File: src/rtl/yuv422_scanout.sv
// YUV 4:2:2 frame-buffer scan-out: raster timing, read addressing and latency-aligned HDMI-side outputs.
// Optional colour-bar generator enabled by defining YUV422_SCANOUT_PATTERN_EN.
module yuv422_scanout #(
    parameter int   H_ACTIVE   = 1280,
    parameter int   H_FP       = 110,
    parameter int   H_SYNC     = 40,
    parameter int   H_BP       = 220,
    parameter int   V_ACTIVE   = 720,
    parameter int   V_FP       = 5,
    parameter int   V_SYNC     = 5,
    parameter int   V_BP       = 20,
    parameter logic SYNC_POL   = 1'b1,
    parameter int   RD_LATENCY = 1,
    parameter int   ADR_BITS   = $clog2(H_ACTIVE * V_ACTIVE)
) (
    input  logic                clk_i,
    input  logic                rst_i,
    input  logic                en_i,
`ifdef YUV422_SCANOUT_PATTERN_EN
    input  logic                pattern_i,
`endif
    output logic [ADR_BITS-1:0] rd_addr_o,
    input  logic [15:0]         rd_d_i,
    output logic                hsync_o,
    output logic                vsync_o,
    output logic                de_o,
    output logic [15:0]         pix_o,
    output logic                frame_start_o
);

    localparam int H_TOTAL = H_ACTIVE + H_FP + H_SYNC + H_BP;
    localparam int V_TOTAL = V_ACTIVE + V_FP + V_SYNC + V_BP;
    localparam int HW      = $clog2(H_TOTAL);
    localparam int VW      = $clog2(V_TOTAL);

    localparam logic [HW-1:0]       H_ACT_C  = HW'(H_ACTIVE);
    localparam logic [HW-1:0]       H_SS     = HW'(H_ACTIVE + H_FP);
    localparam logic [HW-1:0]       H_SE     = HW'(H_ACTIVE + H_FP + H_SYNC);
    localparam logic [HW-1:0]       H_LAST   = HW'(H_TOTAL - 1);
    localparam logic [VW-1:0]       V_ACT_C  = VW'(V_ACTIVE);
    localparam logic [VW-1:0]       V_SS     = VW'(V_ACTIVE + V_FP);
    localparam logic [VW-1:0]       V_SE     = VW'(V_ACTIVE + V_FP + V_SYNC);
    localparam logic [VW-1:0]       V_LAST   = VW'(V_TOTAL - 1);
    localparam logic [ADR_BITS-1:0] ADR_LAST = ADR_BITS'(H_ACTIVE * V_ACTIVE - 1);

    typedef enum logic {IDLE, RUN} state_t;

    state_t        state_q, state_d;
    logic [HW-1:0] h_cnt, h_d;
    logic [VW-1:0] v_cnt, v_d;
    logic          act_d, fs_d;
    logic          de_p0, hs_p0, vs_p0, fs_p0;

    always_ff @(posedge clk_i) begin
        if (rst_i) begin
            state_q   <= IDLE;
            h_cnt     <= '0;
            v_cnt     <= '0;
            rd_addr_o <= '0;
        end else begin
            state_q <= state_d;
            h_cnt   <= h_d;
            v_cnt   <= v_d;
            // Address for the upcoming pixel is registered so it is valid during that pixel's cycle.
            if (act_d)
                rd_addr_o <= (fs_d || rd_addr_o == ADR_LAST) ? '0 : rd_addr_o + 1'b1;
        end
    end

    always_comb begin
        state_d = state_q;
        h_d     = h_cnt;
        v_d     = v_cnt;
        case (state_q)
            IDLE: begin
                h_d = '0;
                v_d = '0;
                if (en_i)
                    state_d = RUN;
            end
            RUN: begin
                if (h_cnt == H_LAST) begin
                    h_d = '0;
                    if (v_cnt == V_LAST) begin
                        v_d = '0;
                        if (!en_i)
                            state_d = IDLE;
                    end else begin
                        v_d = v_cnt + 1'b1;
                    end
                end else begin
                    h_d = h_cnt + 1'b1;
                end
            end
            default: state_d = IDLE;
        endcase

        act_d = (state_d == RUN) && (h_d < H_ACT_C) && (v_d < V_ACT_C);
        fs_d  = act_d && (h_d == '0) && (v_d == '0);

        de_p0 = (state_q == RUN) && (h_cnt < H_ACT_C) && (v_cnt < V_ACT_C);
        hs_p0 = (state_q == RUN) && (h_cnt >= H_SS) && (h_cnt < H_SE);
        vs_p0 = (state_q == RUN) && (v_cnt >= V_SS) && (v_cnt < V_SE);
        fs_p0 = de_p0 && (h_cnt == '0) && (v_cnt == '0);
    end

    // Stage p1..pL: control delay matching the frame-buffer read latency.
    logic [3:0] ctl_p1 [RD_LATENCY];
    logic [3:0] ctl_pl;

    always_ff @(posedge clk_i) begin
        if (rst_i) begin
            for (int i = 0; i < RD_LATENCY; i++)
                ctl_p1[i] <= '0;
        end else begin
            ctl_p1[0] <= {fs_p0, vs_p0, hs_p0, de_p0};
            for (int i = 1; i < RD_LATENCY; i++)
                ctl_p1[i] <= ctl_p1[i-1];
        end
    end

    assign ctl_pl = ctl_p1[RD_LATENCY-1];

    logic [15:0] pix_src;

`ifdef YUV422_SCANOUT_PATTERN_EN
    localparam logic [HW-1:0] BAR_W = HW'(H_ACTIVE / 8);

    function automatic logic [15:0] bar_rom(input logic [2:0] bar, input logic odd);
        logic [7:0] y, cb, cr;
        case (bar)
            3'd0:    begin y = 8'd180; cb = 8'd128; cr = 8'd128; end
            3'd1:    begin y = 8'd162; cb = 8'd44;  cr = 8'd142; end
            3'd2:    begin y = 8'd131; cb = 8'd156; cr = 8'd44;  end
            3'd3:    begin y = 8'd112; cb = 8'd72;  cr = 8'd58;  end
            3'd4:    begin y = 8'd84;  cb = 8'd184; cr = 8'd198; end
            3'd5:    begin y = 8'd65;  cb = 8'd100; cr = 8'd212; end
            3'd6:    begin y = 8'd35;  cb = 8'd212; cr = 8'd114; end
            default: begin y = 8'd16;  cb = 8'd128; cr = 8'd128; end
        endcase
        return {odd ? cb : cr, y};
    endfunction

    logic [HW-1:0] bar_full;
    logic [3:0]    pat_p1 [RD_LATENCY];

    assign bar_full = h_cnt / BAR_W;

    always_ff @(posedge clk_i) begin
        if (rst_i) begin
            for (int i = 0; i < RD_LATENCY; i++)
                pat_p1[i] <= '0;
        end else begin
            pat_p1[0] <= {bar_full[2:0], h_cnt[0]};
            for (int i = 1; i < RD_LATENCY; i++)
                pat_p1[i] <= pat_p1[i-1];
        end
    end

    assign pix_src = pattern_i ? bar_rom(pat_p1[RD_LATENCY-1][3:1], pat_p1[RD_LATENCY-1][0])
                               : rd_d_i;
`else
    assign pix_src = rd_d_i;
`endif

    // Output register: all five outputs update on the same edge.
    always_ff @(posedge clk_i) begin
        if (rst_i) begin
            de_o          <= 1'b0;
            hsync_o       <= ~SYNC_POL;
            vsync_o       <= ~SYNC_POL;
            frame_start_o <= 1'b0;
            pix_o         <= '0;
        end else begin
            de_o          <= ctl_pl[0];
            hsync_o       <= ctl_pl[1] ? SYNC_POL : ~SYNC_POL;
            vsync_o       <= ctl_pl[2] ? SYNC_POL : ~SYNC_POL;
            frame_start_o <= ctl_pl[3];
            pix_o         <= ctl_pl[0] ? pix_src : 16'h0000;
        end
    end

endmodule

File: config.mk
export PLATFORM = sky130hd
export DESIGN_NAME = yuv422_scanout
export DESIGN_NICKNAME = d
export VERILOG_FILES = /design/src/rtl/yuv422_scanout.sv
export SDC_FILE = /design/constraint.sdc
export NUM_CORES = 1
export LEC_CHECK = 0
export CORE_ASPECT_RATIO = 0.75
export CORE_MARGIN = 2
export CORE_UTILIZATION = 50
export DETAILED_ROUTE_END_ITERATION = 10
export PLACE_DENSITY = 0.86
export RECOVER_POWER = 100
export SLEW_MARGIN = 25
export SYNTH_ARGS = -nofsm -noshare
export SYNTH_HDL_FRONTEND = slang
export SYNTH_SLANG_ARGS = --single-unit
File: constraint.sdc
create_clock -name clk_i -period 5.5 [get_ports clk_i]
set_input_delay 0.55 -clock clk_i [delete_from_list [all_inputs] [get_ports clk_i]]
set_output_delay 0.55 -clock clk_i [all_outputs]
set_load 0.02 [all_outputs]
==> results.toml <==
[power]
switchingPower_mw = 0.2259
p_clk_share_pct = 48.1
max-vdd-ir-drop_mv = 0.1315
p_per_area_nw_per_um2 = 244.8
p_int_mw = 0.8239
swShare_pct = 21.52
p_leak_nw = 1.574
seqPwrFrac_pct = 46.4
finalPower_mw = 1.050
combPwrFrac_pct = 5.5

[clock_tree]
cts.sinks = 66
cts_hold_buf = 0
cts-root-buf = "clkbuf_8"
htreeDepth = 3
clock_latency_ns = 0.35
post_cts_resized = 0
clk_pin_slew_worst_paths_ns = 0.08
cts_setup_buffers = 0
cts_buffer_depth = 2
cts_tree = "yes"
cts_buffers = 9

[final_layout]
regArea_sq_um = 1321
fill_cells = 579
antenna_cells = 0
drive_gt1_share_pct = 13.73
area.growth.synth_to_final_pct = 21.05
multi_input_area_sq_um = 1957
nNetsFinal = 459

[logic_synthesis]
synth_top_area_share_pct = 37.29
seq_area_frac_synth_pct = 37.29
synthesis.nets = 411
yosys_register_bits = 66
synth_most_common_cell = "dfxtp_1"
synth-edff-count = 0
synthDistinctLibCells = 60
yosys_warnings = 0
ys.flop_type = "dfxtp_1"
netlist.top_cell.by_area = "dfxtp_1"
postSynthAreaPerCell_sq_um = 9.228
synth_async_sr_flop_share_pct = 0
ys_top_cells_by_count = "66 x dfxtp_1, 33 x nor2_1, 29 x nand2_1"
synth_area_leaders = "dfxtp_1 37%, a21oi_2 4.9%, o31ai_1 3.6%"
syn_area_sq_um = 3543
netlist_instances = 384

[timing]
hold_slack_ns = 0.4407
finalCritPeriodShare_pct = 73.70
maxSlewViolCount = 0
relSlewSlack_pct = 5.156
rsz0062_at_grt = "no"
worst_pin_slew_ns = 1.423
period_needed_ns = 4.054
setup_violations = 0
hold_viol = 0
clock-skew-final_ns = 0.009188
max_clock_freq_ghz = 0.2467
setup_tns_ns = 0

[worst_setup_path]
reg2reg_from = "h_cnt[0]"
cp_top_family = "simple AND/OR/NAND/NOR gates"
reg2reg_to = "rd_addr_o[18]"
worstPathArrival_ns = 4.33
slowest_stage = "nor4_1"
end_kind = "register"
path_buf_inv = 2
reg2reg_depth = 10
crit_chain = "ha_1 -> and4bb_1 -> nand3_1 -> nor4_1 -> o22ai_2 -> a2111oi_4 -> buf_4 -> o41ai_4 -> clkbuf_1 -> a21oi_2"
reg2reg_setup_slack_ns = 1.45
path_max_fanout = 38
worst_ep_required_time_ns = 5.77
cp_slowest_stage_delay_ns = 0.66
worstSetupStartpointType = "register"
crit_type = "register to register"

[floorplanning]
start_util_pct = 51.87
die_w_um = 101.2
row_count = 26
die_y_um = 76.91
boundaryPins = 59
coreArea_sq_um = 6832
die_area_sq_um = 7783

[global_routing]
grt_overflow_total = 0
grt_first_pass_wirelength_mm = 13.26
grt_max_degree = 40
grt_usage_pct = 21.48
antenna_found_initial = 0
grt_pass1_vias = 2757

[placed_design]
io_buffers = 58
dp_hpwl_mm = 5.563
gp_congestion = 0.8900

[detailed_routing]
via_count = 3018
top_layer = "met4"
wl_met2_mm = 3.496
wl_mm = 7.937
drtIter0Drc = 194
ant_nets = 0
drc_errors = 0
wl_per_cell_um = 15.23
viasPerCell = 5.793
dr.pass1.iters = 4
wirelength_met1_mm = 3.797
wl_met3_um = 463

[min_path]
min_to = "hsync_o"
worstHoldPathCells = 1
hold_path_class = "register to register"
worstHoldStart = "ctl_p1[0][1]"

[run_status]
outcome = "complete, no violations"

[flow_run]
max-cap-violations = 0
layout make-up:
class,count,share of cell area [%]
clock buffers,10,3.209
clock inverters,6,2.625
inverters,15,1.313
multi-input cells,279,45.62
flip-flops and latches,66,30.81
well taps,84,2.450
repair buffers,61,13.97
cells by family after synthesis:
| logic type | count (synthesis) | synth area share [%] |
|---|---|---|
| xor gates and xnor gates | 20 | 4.944 |
| and+or+nand+nor | 174 | 29.80 |
| buffers and inverters | 39 | 6.885 |
| adders and majority gates | 8 | 2.825 |
| DFF | 66 | 37.29 |
| muxes | 5 | 1.448 |
| AOI/OAI and AO/OA | 72 | 16.81 |
layer usage:
metal | vias up | GRT usage (%)
met2 | 102 | 31.92
li1 | 1479 | -
met1 | 1422 | 29.46
met5 | - | 0
met4 | 0 | 8.919
met3 | 15 | 5.561
how the worst max path moves through the flow:
stage             start             to  slack [ns]  cells after the start
6_report       h_cnt[0]  rd_addr_o[18]        1.45                     10
3_5_place_dp   h_cnt[0]  rd_addr_o[18]        2.54                     10
2_1_floorplan  h_cnt[0]  rd_addr_o[17]        3.02                      9
4_1_cts        h_cnt[0]  rd_addr_o[18]        2.49                     10
5_1_grt        h_cnt[0]  rd_addr_o[18]        1.15                     10
3_3_place_gp   h_cnt[0]  rd_addr_o[11]        2.66                      9
cell usage in the layout, fill, tap and decap left out, types with 2 or more instances in the layout:
cell type,instances
a211oi_1,3
a21oi_1,4
a21oi_2,20
and2_0,11
and2_1,7
and3_1,8
and4_1,4
buf_4,2
bufinv_16,3
clkbuf_8,10
clkdlybuf4s50_1,17
dfxtp_1,66
dlygate4sd3_1,41
ha_1,8
inv_1,15
mux2i_1,4
nand2_1,29
nand3_1,18
nand4_1,8
nand4b_1,2
nor2_1,33
nor2b_1,6
nor3_1,7
nor4_1,8
nor4_2,2
o211a_1,2
o21a_1,2
o21ai_0,11
o31ai_1,17
or3_1,5
or4_1,7
or4_4,9
xnor2_1,11
xor2_1,9
sequential cells by signal (all words and copies together), names as in the netlist:
| name | flops |
|---|---|
| frame_start_o | 1 |
| rd_addr_o | 20 |
| ctl_p1 | 4 |
| hsync_o | 1 |
| state_q | 1 |
| h_cnt | 11 |
| vsync_o | 1 |
| pix_o | 16 |
| v_cnt | 10 |
| de_o | 1 |
stage by stage:
stage	instance area [sq um]	utilization, %	setup slack [ns]	std cells
final	4289	62.78	1.446	521
after global routing	4289	62.78	1.152	521
after CTS	4325	63.32	2.494	521
after detailed placement	4075	59.65	2.545	505
after global placement	4075	59.65	2.663	505
after floorplan	3543	-	3.019	384
power groups by stage:
stage | logic (mW) | clock network, mW | registers (mW)
after CTS | 0.0602 | 0.516 | 0.487
after floorplan | 0.0297 | 0 | 0.502
after detailed placement | 0.0595 | 0 | 0.498
final | 0.0580 | 0.505 | 0.487
after global routing | 0.0623 | 0.540 | 0.488
after global placement | 0.0583 | 0 | 0.498
Power figures use the tool's default switching activity.
